$ cat src/rtl/imem_fetch.sv
// Instruction fetch front-end: owns the fetch PC, issues one ROM read per cycle
// and buffers the 1-cycle ROM latency in a 2-entry skid FIFO ahead of decode.
module imem_fetch #(
  parameter int unsigned ADDR_WIDTH = 10,
  parameter int unsigned DATA_WIDTH = 32,
  parameter logic [31:0] RESET_PC   = 32'h0000_0000
) (
  input  logic                  clk,
  input  logic                  reset,
  output logic [ADDR_WIDTH-1:0] rom_addr,
  input  logic [DATA_WIDTH-1:0] rom_rdata,
  input  logic                  rom_rdata_valid,
  input  logic                  redirect,
  input  logic [31:0]           redirect_pc,
  output logic                  out_valid,
  input  logic                  out_ready,
  output logic [DATA_WIDTH-1:0] out_instr,
  output logic [31:0]           out_pc
);

  logic [31:0]           fetch_pc;
  logic [31:0]           inflight_pc;
  logic                  inflight;
  logic [31:0]           tail_pc;
  logic [DATA_WIDTH-1:0] tail_instr;
  logic [1:0]            count;
  logic [1:0]            count_next;
  logic [31:0]           redirect_word;
  logic [2:0]            occ;
  logic                  pop;
  logic                  push;
  logic                  replay;
  logic                  issue;
  logic                  head_load_new;
  logic                  head_load_tail;
  logic                  tail_load;

  assign rom_addr      = fetch_pc[ADDR_WIDTH+1:2];
  assign redirect_word = redirect_pc & ~32'd3;

  assign pop    = out_valid && out_ready;
  assign push   = inflight && rom_rdata_valid;
  assign replay = inflight && !rom_rdata_valid;
  // Words already owned (buffered or on the ROM bus) after this edge's pop;
  // a new read is only issued if there is guaranteed room for its data.
  assign occ    = 3'(count) + 3'(inflight) - 3'(pop);
  assign issue  = !redirect && !replay && (occ < 3'd2);

  // FIFO head lives directly in out_pc/out_instr so the outputs are registered.
  always_comb begin
    head_load_new  = 1'b0;
    head_load_tail = 1'b0;
    tail_load      = 1'b0;
    case (count)
      2'd0: head_load_new = push;
      2'd1: begin
        head_load_new = push && pop;
        tail_load     = push && !pop;
      end
      default: begin
        head_load_tail = pop;
        tail_load      = push;
      end
    endcase
    count_next = count + 2'(push) - 2'(pop);
  end

  always_ff @(posedge clk) begin
    if (reset) begin
      fetch_pc  <= RESET_PC;
      inflight  <= 1'b0;
      count     <= 2'd0;
      out_valid <= 1'b0;
    end else if (redirect) begin
      fetch_pc  <= redirect_word;
      inflight  <= 1'b0;
      count     <= 2'd0;
      out_valid <= 1'b0;
    end else begin
      if (replay) begin
        fetch_pc <= inflight_pc;
        inflight <= 1'b0;
      end else if (issue) begin
        fetch_pc <= fetch_pc + 32'd4;
        inflight <= 1'b1;
      end else begin
        inflight <= 1'b0;
      end
      count     <= count_next;
      out_valid <= (count_next != 2'd0);
    end
  end

  // Tail entry and inflight PC are qualified by count/inflight, so no reset needed.
  always_ff @(posedge clk) begin
    if (issue) begin
      inflight_pc <= fetch_pc;
    end
    if (tail_load) begin
      tail_pc    <= inflight_pc;
      tail_instr <= rom_rdata;
    end
  end

  always_ff @(posedge clk) begin
    if (reset) begin
      out_pc    <= 32'd0;
      out_instr <= '0;
    end else if (!redirect) begin
      if (head_load_new) begin
        out_pc    <= inflight_pc;
        out_instr <= rom_rdata;
      end else if (head_load_tail) begin
        out_pc    <= tail_pc;
        out_instr <= tail_instr;
      end
    end
  end

endmodule
$ cat config.mk
export PLATFORM = sky130hd
export DESIGN_NAME = imem_fetch
export DESIGN_NICKNAME = d
export VERILOG_FILES = /design/src/rtl/imem_fetch.sv
export SDC_FILE = /design/constraint.sdc
export NUM_CORES = 1
export LEC_CHECK = 0
export BUFFER_PORTS_ARGS = -buffer_cell sky130_fd_sc_hd__buf_4
export CAP_MARGIN = 20
export CORE_MARGIN = 4
export CORE_UTILIZATION = 35
export CTS_BUF_LIST = sky130_fd_sc_hd__clkbuf_4
export DETAILED_ROUTE_END_ITERATION = 12
export PLACE_DENSITY = 0.59
export SLEW_MARGIN = 20
export SYNTH_ARGS = -nofsm -noshare
export SYNTH_HDL_FRONTEND = slang
export SYNTH_SLANG_ARGS = --single-unit
$ cat constraint.sdc
create_clock -name clk -period 8.44 [get_ports clk]
set_clock_uncertainty 0.15 [all_clocks]
set_input_delay 0.844 -clock clk [delete_from_list [all_inputs] [get_ports clk]]
set_output_delay 0.844 -clock clk [all_outputs]
set_load 0.005 [all_outputs]
=== Yosys cells after proc, flatten, opt, wreduce, memory -nomap -nowiden ===
Cells that the tools add are included.

* Add/sub/neg operators: 5
* Magnitude comparators: 1
* Equality and inequality tests: 1
* Muxes and demuxes: 11
* Bitwise logic cells: 1
* Reduce and logical (&&, ||, !) cells: 20

{| class="wikitable"
|+ Operators with widths
! cell !! number
|-
| 32-bit 2-to-1 mux || 7
|-
| 32-bit by 3-bit adder with 32-bit output, second input constant || 1
|-
| 1-bit logical AND || 7
|-
| 2-bit nonzero test || 3
|-
| 1-bit zero test || 4
|-
| 1-bit case mux with 2 select lines || 2
|-
| 2-bit OR reduction || 2
|-
| 2-bit by 1-bit adder with 3-bit output || 1
|-
| 3-bit by 2-bit < comparator with 1-bit output, second input constant || 1
|-
| 3-bit nonzero test || 1
|-
| 3-bit OR reduction || 1
|-
| 3-bit by 1-bit subtractor with 3-bit output || 1
|-
| 2-bit by 1-bit adder with 2-bit output || 1
|-
| 2-bit by 1-bit == test with 1-bit output, second input constant || 1
|-
| 2-bit zero test || 1
|-
| 1-bit 2-to-1 mux || 2
|-
| 2-bit AND reduction || 1
|-
| 2-bit by 1-bit subtractor with 2-bit output || 1
|-
| 1-bit inverter || 1
|}

* Register bits after elaboration: 196
* Logic and storage cells: 49

=== Logic depth before layout (Yosys ltp) ===
* Word-level depth: 8
* Mapped depth: 10

=== Worst setup path before layout ===
No wires, ideal clock.

* Path type: input to register
* Start: in out_ready
* End: reg tail_instr[0] (enable)
* Arrival time: 3.788 ns
* Slack: 4.016 ns
* Cell stages on the path: 4
* Buffers on the path: 0
* Cells stage by stage: nand2_1 > and2_1 > nor2_1 > nor2_1

* Cells in the longest elaborated chain, start to end: 4

{| class="wikitable"
|+ Ends and longest elaborated chain
! what !! RTL line !! text
|-
| start: declaration || 16 || <nowiki>input logic out_ready,</nowiki>
|-
| 1-bit logical AND || 41 || <nowiki>assign pop = out_valid && out_ready;</nowiki>
|-
| 1-bit zero test || 58 || <nowiki>tail_load = push && !pop;</nowiki>
|-
| 1-bit logical AND || 58 ||
|-
| 1-bit case mux with 2 select lines || 54 || <nowiki>case (count)</nowiki>
|-
| net tail_load || 36 || <nowiki>logic tail_load;</nowiki>
|-
| end signal: assignment || 101 || <nowiki>tail_instr <= rom_rdata;</nowiki>
|-
| end: declaration || 25 || <nowiki>logic [DATA_WIDTH-1:0] tail_instr;</nowiki>
|}

The timed path passes the listed nets, and every way through them passes these cells.
A chain may end at the register's enable or synchronous reset.

=== Worst setup path after layout ===
* Start: reg out_valid
* End: reg inflight_pc[31] (enable)

* Cells in the longest elaborated chain, start to end: 4

{| class="wikitable"
|+ Ends and longest elaborated chain
! what !! RTL line !! text
|-
| start: declaration || 15 || <nowiki>output logic out_valid,</nowiki>
|-
| start signal: assignment || 90 || <nowiki>out_valid <= (count_next != 2'd0);</nowiki>
|-
| 1-bit logical AND || 41 ||
|-
| 3-bit by 1-bit subtractor with 3-bit output || 46 || <nowiki>assign occ = 3'(count) + 3'(inflight) - 3'(pop);</nowiki>
|-
| 3-bit by 2-bit < comparator with 1-bit output || 47 || <nowiki>assign issue = !redirect && !replay && (occ < 3'd2);</nowiki>
|-
| 1-bit logical AND || 47 ||
|-
| net issue || 33 || <nowiki>logic issue;</nowiki>
|-
| end signal: assignment || 97 || <nowiki>inflight_pc <= fetch_pc;</nowiki>
|-
| end: declaration || 22 || <nowiki>logic [31:0] inflight_pc;</nowiki>
|}

The timed path passes the listed nets, and every way through them passes these cells.

==> flow_summary.ini <==
[run_status]
status = completed

[logic_synthesis]
synth_cell_types = 56
synth.top_cell.area_share_pct = 34.9
syn_inst = 732
synthTopCellsByArea = edfxtp_1 35%, dfxtp_1 24%, mux2i_1 7.9%
synth_common_cells = 100 x dfxtp_1, 98 x nor2_1, 96 x edfxtp_1
synth_edf_count = 96
synth_most_common_cell = dfxtp_1
synth_ff_type = dfxtp_1
yosys_warnings = 0
synth_top_area_cell = edfxtp_1
synth_mux_area_share_pct = 7.88
syn-mean-instance-area_um2 = 11.3
synth-compound-area-share_pct = 13.7
synth-adder-area-share_pct = 0.546
ys_ff_latch = 196
synth_xor_area_share_pct = 2.00
synth_simple_gate_area_share_pct = 12.3
synth_nets = 804
synth_top_family_by_area = compound AO/OA/AOI/OAI gates
synthesis.area_um2 = 8250
ys_seq_area_share_pct = 59.2
synth-async-reset-ratio_pct = 0

[sta]
setup_viol = 0
worstMarginPinSlew_ns = 1.01
slew_headroom_pct = 32.6
period_share_pct = 41.0
whs_ns = 0.297
max_freq_mhz = 289
drv_slew = 0
setup_tns_ns = 0
period_minus_slack_ns = 3.46
hold_viol = 0
finalWorstSetupSlack_ns = 4.98
grt_setup_unrepaired = false

[floorplan]
die_y_um = 162
initial_core_util_pct = 36.0
io_pins = 144
die_w_um = 162
core-area_um2 = 22900
die_area_um2 = 26100
row_count = 55

[setup_path]
worstPathArrival_ns = 3.58
timing.critical_path.buf_inv = 1
required_ns = 8.56
crit_path_start_kind = flip-flop
critical-path-slowest-cell = nor2_2
slowest_delay_ns = 0.75
crit_chain = nand2_1 -> nor2_1 -> o21ai_0 -> fa_1 -> xnor2_2 -> nand2_2 -> nor2_2 -> buf_4
path_class = reg2reg
end_kind = flip-flop
path_max_fanout = 19
cpLargestDelayFamily = simple AND/OR/NAND/NOR gates

[global_route]
gr-total-overflow = 0
grt_use_met3_pct = 3.32
grt_pass1_wl_um = 32600
grt_busiest_layer = met2
grt_usage_pct = 15.8
first_global_vias = 5806
grt_start_max_net_pins = 105
antenna_found_initial = 1
use_met1_pct = 21.5
met2_usage_pct = 25.3

[placed_design]
hpwlAfterDp_um = 13700
port_buffers = 141
place_area_um2 = 9470
pre_cts_ws_ns = 4.46
place_congestion = 0.761

[routing]
drc = 0
first_iter_violations = 368
wl_per_cell_um = 17.7
antenna_left = 0
num_vias = 5917
first_pass_iters = 5
routed_wl_um = 20600
via_per_inst = 5.10

[clock_tree]
postCtsSetupRepairBufs = 0
clk_pin_slew_ns = 0.17
clockBufferDepth = 2
cts_max_level = 4
clk_latency_ns = 0.57
cts_tree = yes
post_cts_resized = 0
clockRootBuffer = clkbuf_4
cts.sinks = 196
cts_buffers = 17
cts-hold-fix-buffers = 0

[final_layout]
area_delta_synth_final_pct = 18.4
final_layout_size_suffix_gt1_share_pct = 23.1
multi_input_area_um2 = 3040
layout.nets = 906
final_area_um2 = 9770
seqCellArea_um2 = 4880
fin_util_pct = 42.6
nFillCells = 2245

[power_and_ir_drop]
p_int_mw = 1.29
p_switching_mw = 0.480
irDropWorstVdd_uv = 71.9
power.share.combinational_pct = 10.1
power_frac_clock_pct = 28.8
p_leak_nw = 3.85
p_per_area_nw_per_um2 = 181
swShare_pct = 27.2
pwr-share-seq_pct = 61.0

[job]
maxCapViolations = 0

[hold_path]
hold_path.class = in2reg
-- power groups by stage --
stage / Clock, mW / Combinational (mW) / Sequential, mW
after floorplan: 0 / 0.108 / 1.09
after global placement: 0 / 0.180 / 1.10
after detailed placement: 0 / 0.181 / 1.10
after CTS: 0.537 / 0.182 / 1.08
after global routing: 0.569 / 0.199 / 1.09
final: 0.510 / 0.179 / 1.08
-- cell families (layout without fill, tap and decap cells) --
family / count (synthesis) / in the layout
simple gates: 212 / 212
buf+inv: 76 / 191
other cells: 0 / 1
compound gates: 162 / 162
mux: 65 / 65
fa+ha+maj: 3 / 3
xor+xnor: 18 / 18
flops: 196 / 196
-- registers in the layout, indices dropped and copies added, names as in the netlist, named ones only --
name and flops:
count 2, fetch_pc 30, inflight 1, inflight_pc 32, out_instr 32, out_pc 32, out_valid 1, tail_instr 32
tail_pc 32
-- layout by cell type (no fill, tap or decap), drive strengths merged, types with 8 or more instances in the layout --
cell,count
inv,17
nand3,19
dfxtp,100
a21oi,26
and2,9
and3,10
clkbuf,17
nor3,8
nor2,98
xnor2,15
mux2i,65
buf,150
nand4,11
o21ai,15
nand2,36
a211oi,76
edfxtp,96
-- final timing paths --
check	end	cells past startpoint	slack [ns]	from
min	tail_instr[7]$_DFFE_PP_	1	0.30	rom_rdata[7]
max	inflight_pc[31]$_DFFE_PP_	8	4.98	out_valid$_SDFF_PP0_
max reg2reg	inflight_pc[31]$_DFFE_PP_	8	4.98	out_valid$_SDFF_PP0_
min reg2reg	inflight_pc[0]$_DFFE_PP_	0	0.30	flip-flop
-- metrics by stage --
stage	power, mW	cells
after floorplan	1.20	732
after global placement	1.28	1128
after detailed placement	1.28	1128
after CTS	1.80	1160
after global routing	1.85	1161
final	1.77	1161
-- per-layer routing --
layer / share of wire, % / routed length, um
met4: 1.3 / 271
met1: 47 / 9740
met5: 0 / 0
met3: 4.8 / 992
met2: 47 / 9590
-- cell type report --
cell class	instances	share of cell area, %
sequential	196	50.0
multi-input combinational	460	31.1
timing repair buffer	150	11.5
tap	313	4.01
clock inverter	15	1.69
clock buffer	17	1.31
inverter	9	0.346
antenna	1	0.0256
(Power assumes the default switching activity.)
